<file path="src/rtl/ps2_rx_fifo.sv">
// PS/2 device-to-host receiver feeding a small scan-code FIFO for the I/O bus.
// Optional odd-parity enforcement: define PS2_PARITY_CHECK_EN.
module ps2_rx_fifo #(
  parameter int DEPTH_LOG2 = 3,
  parameter int TIMEOUT    = 5000,
  parameter int FILT       = 4
) (
  input  logic        clk,
  input  logic        rst,
  input  logic        PS2_clk,
  input  logic        PS2_Data,
  input  logic        ps2_rd,
  output logic        ps2_ready,
  output logic [7:0]  key,
  output logic [31:0] key_d,
  output logic        overflow,
  output logic        frame_err
);

  localparam int DEPTH = 1 << DEPTH_LOG2;
  localparam int AW    = DEPTH_LOG2;
  localparam int PW    = DEPTH_LOG2 + 1;
  localparam int FW    = $clog2(FILT + 1);
  localparam int TW    = $clog2(TIMEOUT + 1);

  typedef enum logic [1:0] {
    ST_IDLE   = 2'd0,
    ST_DATA   = 2'd1,
    ST_PARITY = 2'd2,
    ST_STOP   = 2'd3
  } state_t;

  // Input conditioning
  logic [1:0]    clk_sync_reg;
  logic [1:0]    data_sync_reg;
  logic          clk_s;
  logic          data_s;
  logic          filt_lvl_reg;
  logic [FW-1:0] filt_cnt_reg;
  logic          fall_reg;

  assign clk_s  = clk_sync_reg[1];
  assign data_s = data_sync_reg[1];

  // Idle PS/2 lines are high, so the synchronizers reset to 1.
  always_ff @(posedge clk or negedge rst) begin
    if (!rst) begin
      clk_sync_reg  <= 2'b11;
      data_sync_reg <= 2'b11;
    end else begin
      clk_sync_reg  <= {clk_sync_reg[0], PS2_clk};
      data_sync_reg <= {data_sync_reg[0], PS2_Data};
    end
  end

  always_ff @(posedge clk or negedge rst) begin
    if (!rst) begin
      filt_lvl_reg <= 1'b1;
      filt_cnt_reg <= '0;
      fall_reg     <= 1'b0;
    end else begin
      fall_reg <= 1'b0;
      if (clk_s == filt_lvl_reg) begin
        filt_cnt_reg <= '0;
      end else if (filt_cnt_reg == FW'(FILT - 1)) begin
        filt_lvl_reg <= clk_s;
        filt_cnt_reg <= '0;
        fall_reg     <= ~clk_s;
      end else begin
        filt_cnt_reg <= filt_cnt_reg + FW'(1);
      end
    end
  end

  // Frame deframer
  state_t        state_reg;
  logic [2:0]    bit_cnt_reg;
  logic [7:0]    shift_reg;
  logic [TW-1:0] to_cnt_reg;
`ifdef PS2_PARITY_CHECK_EN
  logic          par_reg;
`endif

  logic par_ok;
  logic timeout_hit;
  logic push_en;
  logic err_evt;

  always_comb begin
    par_ok = 1'b1;
`ifdef PS2_PARITY_CHECK_EN
    par_ok = ^{shift_reg, par_reg};
`endif
    timeout_hit = (state_reg != ST_IDLE) && !fall_reg && (to_cnt_reg == TW'(TIMEOUT));
    push_en     = fall_reg && (state_reg == ST_STOP) && data_s && par_ok;
    err_evt     = timeout_hit ||
                  (fall_reg && (((state_reg == ST_IDLE) && data_s) ||
                                ((state_reg == ST_STOP) && !(data_s && par_ok))));
  end

  always_ff @(posedge clk or negedge rst) begin
    if (!rst) begin
      state_reg   <= ST_IDLE;
      bit_cnt_reg <= 3'd0;
      shift_reg   <= 8'h00;
      to_cnt_reg  <= '0;
`ifdef PS2_PARITY_CHECK_EN
      par_reg     <= 1'b0;
`endif
    end else begin
      // Saturating inactivity counter; only meaningful inside a frame.
      if (fall_reg || (state_reg == ST_IDLE)) begin
        to_cnt_reg <= '0;
      end else if (to_cnt_reg != TW'(TIMEOUT)) begin
        to_cnt_reg <= to_cnt_reg + TW'(1);
      end

      if (timeout_hit) begin
        state_reg <= ST_IDLE;
      end else if (fall_reg) begin
        case (state_reg)
          ST_IDLE: begin
            if (!data_s) begin
              state_reg   <= ST_DATA;
              bit_cnt_reg <= 3'd0;
            end
          end
          ST_DATA: begin
            shift_reg   <= {data_s, shift_reg[7:1]};
            bit_cnt_reg <= bit_cnt_reg + 3'd1;
            if (bit_cnt_reg == 3'd7) begin
              state_reg <= ST_PARITY;
            end
          end
          ST_PARITY: begin
`ifdef PS2_PARITY_CHECK_EN
            par_reg <= data_s;
`endif
            state_reg <= ST_STOP;
          end
          default: state_reg <= ST_IDLE;
        endcase
      end
    end
  end

  // Scan-code FIFO
  logic [7:0]    mem [DEPTH];
  logic [PW-1:0] wr_ptr_reg;
  logic [PW-1:0] rd_ptr_reg;
  logic [PW-1:0] wr_ptr_next;
  logic [PW-1:0] rd_ptr_next;
  logic          rd_sync_reg;
  logic          rd_prev_reg;
  logic          ready_reg;
  logic [7:0]    key_reg;
  logic [7:0]    key_next;
  logic [31:0]   key_d_reg;
  logic          overflow_reg;
  logic          frame_err_reg;

  logic          empty;
  logic          full;
  logic          pop_req;
  logic          pop;
  logic          push_ok;
  logic          ovf_set;
  logic [AW-1:0] head_idx;

  always_comb begin
    empty       = (wr_ptr_reg == rd_ptr_reg);
    full        = (wr_ptr_reg[PW-1] != rd_ptr_reg[PW-1]) &&
                  (wr_ptr_reg[AW-1:0] == rd_ptr_reg[AW-1:0]);
    pop_req     = rd_sync_reg && !rd_prev_reg;
    pop         = pop_req && !empty;
    push_ok     = push_en && (!full || pop);
    ovf_set     = push_en && full && !pop;
    wr_ptr_next = push_ok ? wr_ptr_reg + PW'(1) : wr_ptr_reg;
    rd_ptr_next = pop ? rd_ptr_reg + PW'(1) : rd_ptr_reg;
    head_idx    = rd_ptr_next[AW-1:0];
    // A byte written this cycle is not yet in mem, so forward it when it becomes the head.
    if (wr_ptr_next == rd_ptr_next) begin
      key_next = 8'h00;
    end else if (push_ok && (wr_ptr_reg[AW-1:0] == head_idx)) begin
      key_next = shift_reg;
    end else begin
      key_next = mem[head_idx];
    end
  end

  always_ff @(posedge clk) begin
    if (push_ok) begin
      mem[wr_ptr_reg[AW-1:0]] <= shift_reg;
    end
  end

  always_ff @(posedge clk or negedge rst) begin
    if (!rst) begin
      wr_ptr_reg    <= '0;
      rd_ptr_reg    <= '0;
      rd_sync_reg   <= 1'b0;
      rd_prev_reg   <= 1'b0;
      ready_reg     <= 1'b0;
      key_reg       <= 8'h00;
      key_d_reg     <= 32'h0;
      overflow_reg  <= 1'b0;
      frame_err_reg <= 1'b0;
    end else begin
      wr_ptr_reg  <= wr_ptr_next;
      rd_ptr_reg  <= rd_ptr_next;
      rd_sync_reg <= ps2_rd;
      rd_prev_reg <= rd_sync_reg;
      ready_reg   <= (wr_ptr_next != rd_ptr_next);
      key_reg     <= key_next;
      if (push_ok) begin
        key_d_reg <= {key_d_reg[23:0], shift_reg};
      end
      // Status bits clear when read by a pop, but a new event in that cycle wins.
      if (ovf_set) begin
        overflow_reg <= 1'b1;
      end else if (pop) begin
        overflow_reg <= 1'b0;
      end
      if (err_evt) begin
        frame_err_reg <= 1'b1;
      end else if (pop) begin
        frame_err_reg <= 1'b0;
      end
    end
  end

  assign ps2_ready = ready_reg;
  assign key       = key_reg;
  assign key_d     = key_d_reg;
  assign overflow  = overflow_reg;
  assign frame_err = frame_err_reg;

endmodule

</file>
<file path="config.mk">
export PLATFORM = sky130hd
export DESIGN_NAME = ps2_rx_fifo
export DESIGN_NICKNAME = d
export VERILOG_FILES = /design/src/rtl/ps2_rx_fifo.sv
export SDC_FILE = /design/constraint.sdc
export NUM_CORES = 1
export LEC_CHECK = 0
export ABC_AREA = 1
export CAP_MARGIN = 20
export CORE_MARGIN = 2
export CORE_UTILIZATION = 58
export CTS_BUF_LIST = sky130_fd_sc_hd__clkbuf_16
export DETAILED_ROUTE_END_ITERATION = 6
export PLACE_DENSITY = 0.78
export SYNTH_ARGS = -nofsm -noshare
export SYNTH_HDL_FRONTEND = slang
export SYNTH_SLANG_ARGS = --single-unit
</file>
<file path="constraint.sdc">
create_clock -name clk -period 5.4 [get_ports clk]
set_clock_uncertainty 0.1 [all_clocks]
set_input_delay 0.54 -clock clk [delete_from_list [all_inputs] [get_ports clk]]
set_output_delay 0.54 -clock clk [all_outputs]
set_load 0.02 [all_outputs]
</file>
==> flow_summary.json, run 1 <==
{
  "status": "complete, no violations",
  "die_w_um": 111,
  "post-synth-top-count-cell": "nand2_1",
  "setup_tns_ns": 0,
  "final_nets": 747,
  "ys.flop_type": "dfrtp_1",
  "syn2layout_area_growth_pct": 17.2,
  "fin_crit_sh_pct": 61.4,
  "htree_levels": 4,
  "viasPerCell": 5.41,
  "cp.required_ns": 5.35,
  "fmax_ghz": 0.301,
  "synth-edff-count": 64,
  "root_buffer": "clkbuf_16",
  "cts_setup_buffers": 0,
  "antenna_cells": 0,
  "cts_sinks": 152,
  "setup_viol": 0,
  "drive_gt1_share_pct": 10.1,
  "largest_register_ffs": 64,
  "clk_latency_ns": 0.42,
  "clk_pin_slew_worst_paths_ns": 0.06,
  "initial_core_util_pct": 59.0,
  "rows": 39,
  "grt_pass1_wl_mm": 23.3,
  "routed-via-count": 4800,
  "post_cts_resized": 0,
  "syn_area_per_cell_um2": 9.80,
  "layout.cells.non_filler": 887,
  "tightest_slew_ns": 0.804,
  "cp-end-kind": "register",
  "power.total_mw": 3.26,
  "drtIter0Drc": 365,
  "worstSetupPathType": "register to register",
  "yosys-top-cells-area": "dfrtp_1 31%, edfxtp_1 29%, nand2_1 11%",
  "synth_top_cell_by_area": "dfrtp_1",
  "p_leak_nw": 3.55,
  "rsz0062_at_grt": "no",
  "core_region_area_um2": 11300,
  "grt_antenna_before_repair": 0,
  "synth_cell_types": 38,
  "cts_tree": "done",
  "ys_warn_count": 0,
  "num_io_pins": 48,
  "hpwlAfterDp_mm": 9.04,
  "arrival_ns": 3.27,
  "setup.worst_path.start_class": "register",
  "ys_seq_area_share_pct": 61.9,
  "ys_top_cells_by_count": "204 x nand2_1, 83 x dfrtp_1, 76 x nand3_1",
  "powerDensity_nw_per_um2": 417,
  "routedWlPerCell_um": 15.5,
  "synth_nets": 697,
  "slew_violations": 0,
  "finalHoldViolations": 0,
  "grt-ovfl-total": 0,
  "grt_pass1_vias": 4848,
  "syn_area_um2": 6670,
  "synth_seq_cells": 152,
  "peakVddDrop_mv": 0.298,
  "cap_violations": 0,
  "grt_max_degree": 89,
  "post-route-min-period_ns": 3.32,
  "port_buffers": 47,
  "ys_async_sr_fraction_pct": 57.9,
  "postSynthCellCount": 681,
  "die_h_um": 111,
  "ant_nets": 0,
  "critPathMaxFanout": 46,
  "synth_top_area_share_pct": 31.1,
  "slew_headroom_pct": 46.2,
  "wl_mm": 13.8,
  "min_path_type": "register to register",
  "dp.cells": 853,
  "drc": 0,
  "place_congestion": 0.870,
  "dieArea_um2": 12400,
  "fill_cells": 839,
  "track_usage_pct": 24.0,
  "cts_made_buffers": 17,
  "cts_max_path_buffers": 2,
  "drt_first_pass_iters": 6
}
==> timing repair <==
item / 4_1_cts / 5_1_grt
hold buffers: 0 / 1
setup endpoints to repair: 0 / 0
endpoints found under the hold margin: 0 / 14
==> worst max-delay path: stages, from the launching register on <==
cell and delay, ns:
dfstp_2 0.57, inv_1 0.07, nor2_1 0.30, nand2_2 0.54
inv_2 0.59, nand2_1 0.20, nor2_1 0.56
==> final timing paths <==
check                                       from                to  slack, ns  cells past startpoint
worst min-delay path            data_sync_reg[0]  data_sync_reg[1]       0.26                      0
worst max-delay path            data_sync_reg[1]         mem[5][4]       2.08                      6
worst min register to register  data_sync_reg[0]  data_sync_reg[1]       0.26                      0
worst max register to register  data_sync_reg[1]         mem[5][4]       2.08                      6
max in group asynchronous                    rst  data_sync_reg[0]       4.15                      3
min in group asynchronous                    rst         key_d[20]       0.41                      2
==> per-stage QoR <==
stage / hold WS [ns] / setup WS (ns) / area (µm²) / utilization [%]
finish: 0.255 / 2.08 / 7820 / 69.1
CTS: 0.254 / 2.08 / 7790 / 68.8
global route: 0.259 / 1.79 / 7820 / 69.1
floorplan: 0.144 / 3.23 / 6670 / -
global placement: 0.249 / 2.28 / 7220 / 63.8
detailed placement: 0.248 / 2.13 / 7220 / 63.8
==> cell families after synthesis <==
kind of cell / share of synthesized area [%]
adders and majority gates: 2.06
buffers and inverters: 4.97
AOI/OAI and AO/OA: 3.56
DFF: 61.9
xor gates and xnor gates: 1.46
and+or+nand+nor: 26.1
==> cells in the final DEF (no fill, tap or decap), types with 2 or more instances in the layout <==
cell type | Yosys | final
nand3_1 | 76 | 76
clkbuf_16 | 0 | 17
nor2_4 | 2 | 2
nand3_2 | 11 | 11
inv_2 | 7 | 7
a31oi_1 | 2 | 2
o21ai_0 | 32 | 32
clkdlybuf4s50_1 | 0 | 46
clkinv_2 | 0 | 7
nand2_2 | 5 | 5
nand2_1 | 204 | 204
a21oi_1 | 6 | 6
clkinv_1 | 0 | 2
nand4_1 | 3 | 3
edfxtp_1 | 64 | 64
dfrtp_1 | 83 | 83
xnor2_1 | 2 | 2
nand2_4 | 5 | 5
nor3_1 | 5 | 5
dfstp_2 | 5 | 5
inv_1 | 52 | 52
nand3b_1 | 2 | 2
ha_1 | 11 | 11
bufinv_16 | 0 | 2
clkinv_4 | 0 | 3
xor2_1 | 6 | 6
nor3b_1 | 2 | 2
nor2_1 | 66 | 66
o31ai_1 | 2 | 2
==> cell type report <==
class / count / area, µm² / area share (%)
inverter: 60 / 230 / 2.94
tap: 143 / 179 / 2.29
timing repair buffer: 50 / 510 / 6.52
sequential: 152 / 4130 / 52.8
clock buffer: 17 / 425 / 5.44
clock inverter: 15 / 136 / 1.74
multi-input combinational: 450 / 2210 / 28.3
==> per-layer routing <==
| metal | global-route usage [%] | vias to the layer above | part of all wire [%] |
|---|---|---|---|
| met3 | 6.12 | 36 | 5.0 |
| met1 | 30.9 | 2301 | 43 |
| met2 | 38.7 | 137 | 50 |
| met4 | 10.5 | 0 | 2.8 |
| met5 | 0 | - | 0 |
| li1 | - | 2326 | - |
==> power breakdown <==
group          switching, mW  internal [mW]
clock network          0.443          0.671
registers             0.0550           1.28
logic                  0.540          0.273
total                   1.04           2.22
Note: power is estimated with default switching activity, not from simulation.
==> run 2, diff against run 1 <==
--- a/config.mk
+++ b/config.mk
@@ -8,10 +8,10 @@
 export ABC_AREA = 1
 export CAP_MARGIN = 20
 export CORE_MARGIN = 2
-export CORE_UTILIZATION = 58
+export CORE_UTILIZATION = 53
 export CTS_BUF_LIST = sky130_fd_sc_hd__clkbuf_16
 export DETAILED_ROUTE_END_ITERATION = 6
-export PLACE_DENSITY = 0.78
+export PLACE_DENSITY = 0.75
 export SYNTH_ARGS = -nofsm -noshare
 export SYNTH_HDL_FRONTEND = slang
 export SYNTH_SLANG_ARGS = --single-unit
==> constraint.sdc (replaced) <==
create_clock -name clk -period 2.9 [get_ports clk]
set_clock_uncertainty 0.1 [all_clocks]
set_input_delay 0.29 -clock clk [delete_from_list [all_inputs] [get_ports clk]]
set_output_delay 0.29 -clock clk [all_outputs]
set_load 0.02 [all_outputs]
==> run 2 against run 1 <==
  * Global-route usage is 1.8 points lower
  * Critical path depth rose by 9
  * Total power is 83% higher
  * Worst setup slack worse by 1.7 ns
  * Combinational power increased by 91%
  * Routed wire length up 1.5%
  * Fmax increased by 32%
  * Utilization is 4.1 points lower
  * Non-clock buffer count grew 13
  * Die area up 9.1%
  * Design area increased by 1.1%
  * Sequential share of layout area is 0.57 points lower
==> flow_summary.json, run 2 (synthesized netlist as in run 1, its figures left out) <==
{
  "finalHoldViolations": 0,
  "fin_ws_ns": 0.386,
  "slew_headroom_pct": 52.3,
  "arrival_ns": 2.72,
  "setup.worst_path.start_class": "register",
  "drc": 0,
  "dieArea_um2": 13500,
  "min_path_type": "primary input to register",
  "grt_pass1_vias": 4674,
  "rsz0062_at_grt": "no",
  "die_h_um": 116,
  "clk_latency_ns": 0.42,
  "antenna_cells": 0,
  "fin_crit_sh_pct": 86.7,
  "fill_cells": 971,
  "routedWlPerCell_um": 15.1,
  "cts_made_buffers": 17,
  "wl_mm": 14.0,
  "cts_tree": "done",
  "slew_violations": 0,
  "pre_cts_ws_ns": 0.425,
  "largest_register_ffs": 64,
  "p_leak_nw": 3.62,
  "cts_setup_buffers": 0,
  "viasPerCell": 5.28,
  "num_io_pins": 48,
  "tightest_slew_ns": 0.712,
  "grt_antenna_before_repair": 0,
  "status": "complete, no violations",
  "grt-ovfl-total": 0,
  "cp.required_ns": 3.11,
  "hpwlAfterDp_mm": 9.32,
  "ant_nets": 0,
  "syn2layout_area_growth_pct": 18.5,
  "cts_max_path_buffers": 2,
  "layout_commonest_cell": "nand2_1",
  "powerDensity_nw_per_um2": 755,
  "final_nets": 760,
  "worstSetupPathType": "register to register",
  "drive_gt1_share_pct": 10.6,
  "crit_family": "simple AND/OR/NAND/NOR gates",
  "grt_pass1_wl_mm": 22.6,
  "crit_top_cell": "nand2_1",
  "initial_core_util_pct": 54.9,
  "rows": 40,
  "port_buffers": 47,
  "crit_path_top_delay_cell": "dfrtp_1",
  "fmax_ghz": 0.398,
  "cap_violations": 0,
  "place_congestion": 0.927,
  "most-common-layout-cells": "204 x nand2_1, 83 x dfrtp_1, 76 x nand3_1",
  "setup_viol": 0,
  "crit_buf_inv": 2,
  "routed-via-count": 4880,
  "clk_pin_slew_worst_paths_ns": 0.06,
  "root_buffer": "clkbuf_16",
  "drt_first_pass_iters": 5,
  "cp-end-kind": "register",
  "post-route-min-period_ns": 2.51,
  "path_cells": "inv_2 > nand2_1 > nand2_1 > nor2_4 > nand2_4 > nand2_8 > nand2_4 > nand2_2 > buf_12 > nand2_1 > nand3_1 > nand3_1 > nand2_1 > nor2_1 > nor2_1",
  "grt_max_degree": 86,
  "slowest_delay_ns": 0.44,
  "htree_levels": 4,
  "drtIter0Drc": 456,
  "die_w_um": 116,
  "track_usage_pct": 22.2,
  "cts_sinks": 152,
  "peakVddDrop_mv": 0.568,
  "setup_tns_ns": 0,
  "core_region_area_um2": 12200,
  "critPathMaxFanout": 25
}
==> run 2: cell count changes in the layout (fill, tap and decap cells not counted), moves of 2 or more <==
cell      previous run  this run
buf_4                1        14
inv_1               52        59
clkinv_2             7         2
clkinv_4             3         0
buf_12               0         2
inv_2                7         9
==> run 2: stage by stage <==
step                instance area, µm²  cells  total power, mW  util (%)  hold slack, ns
finish                            7910    925             5.97      65.0           0.184
global placement                  7370    891             4.01      60.6           0.249
detailed placement                7370    891             4.07      60.6           0.250
global route                      7910    925             6.27      65.0           0.181
CTS                               7880    923             5.99      64.8         0.00194
floorplan                         6670    681             3.64         -          -0.106
==> run 2: worst paths after layout <==
| kind | start | depth (start not counted) | to | slack, ns |
|---|---|---|---|---|
| setup / recovery | wr_ptr_reg[1] | 15 | key[3] | 0.39 |
| hold / removal | PS2_clk | 1 | clk_sync_reg[0] | 0.18 |
| setup reg to reg | wr_ptr_reg[1] | 15 | key[3] | 0.39 |
| hold reg to reg | data_sync_reg[0] | 0 | data_sync_reg[1] | 0.26 |
| max in group asynchronous | rst | 3 | key[0] | 1.75 |
| min in group asynchronous | rst | 2 | fall_reg | 0.31 |
==> run 2: area by class of cell <==
cell class | count | area, µm² | area share, %
clock buffer | 17 | 425 | 5.38
clock inverter | 15 | 85.1 | 1.08
inverter | 60 | 230 | 2.91
multi-input combinational | 450 | 2210 | 28.0
sequential | 152 | 4130 | 52.2
tap | 168 | 210 | 2.66
timing repair buffer | 63 | 616 | 7.78
==> run 2: routing by layer <==
metal / vias up / share of wire (%) / track usage (%) / wire, µm
met5: - / 0 / 0 / 0
met4: 0 / 2.2 / 8.49 / 306
met3: 25 / 4.5 / 6.33 / 633
met2: 145 / 51 / 36.1 / 7090
met1: 2361 / 42 / 28.5 / 5930
li1: 2349 / - / - / -
==> run 2: where the power goes <==
group	switching [mW]	total, mW	internal, mW	leakage [nW]
sequential	0.109	2.49	2.39	1.78
clock	0.787	1.92	1.14	0.282
combinational	1.01	1.55	0.541	1.56
total	1.91	5.97	4.06	3.62
==> run 2: what timing repair did <==
item / CTS / global route
hold buffers: 0 / 1
hold endpoints to repair: 0 / 41
gates resized for setup: 0 / 0
==> run 2: worst reg2reg max path, delay by kind of cell, from the launching register on <==
family,cells,cell delay [ns]
AND/OR/NAND/NOR,13,1.44
flip-flops,1,0.44
buffers and inverters,2,0.42
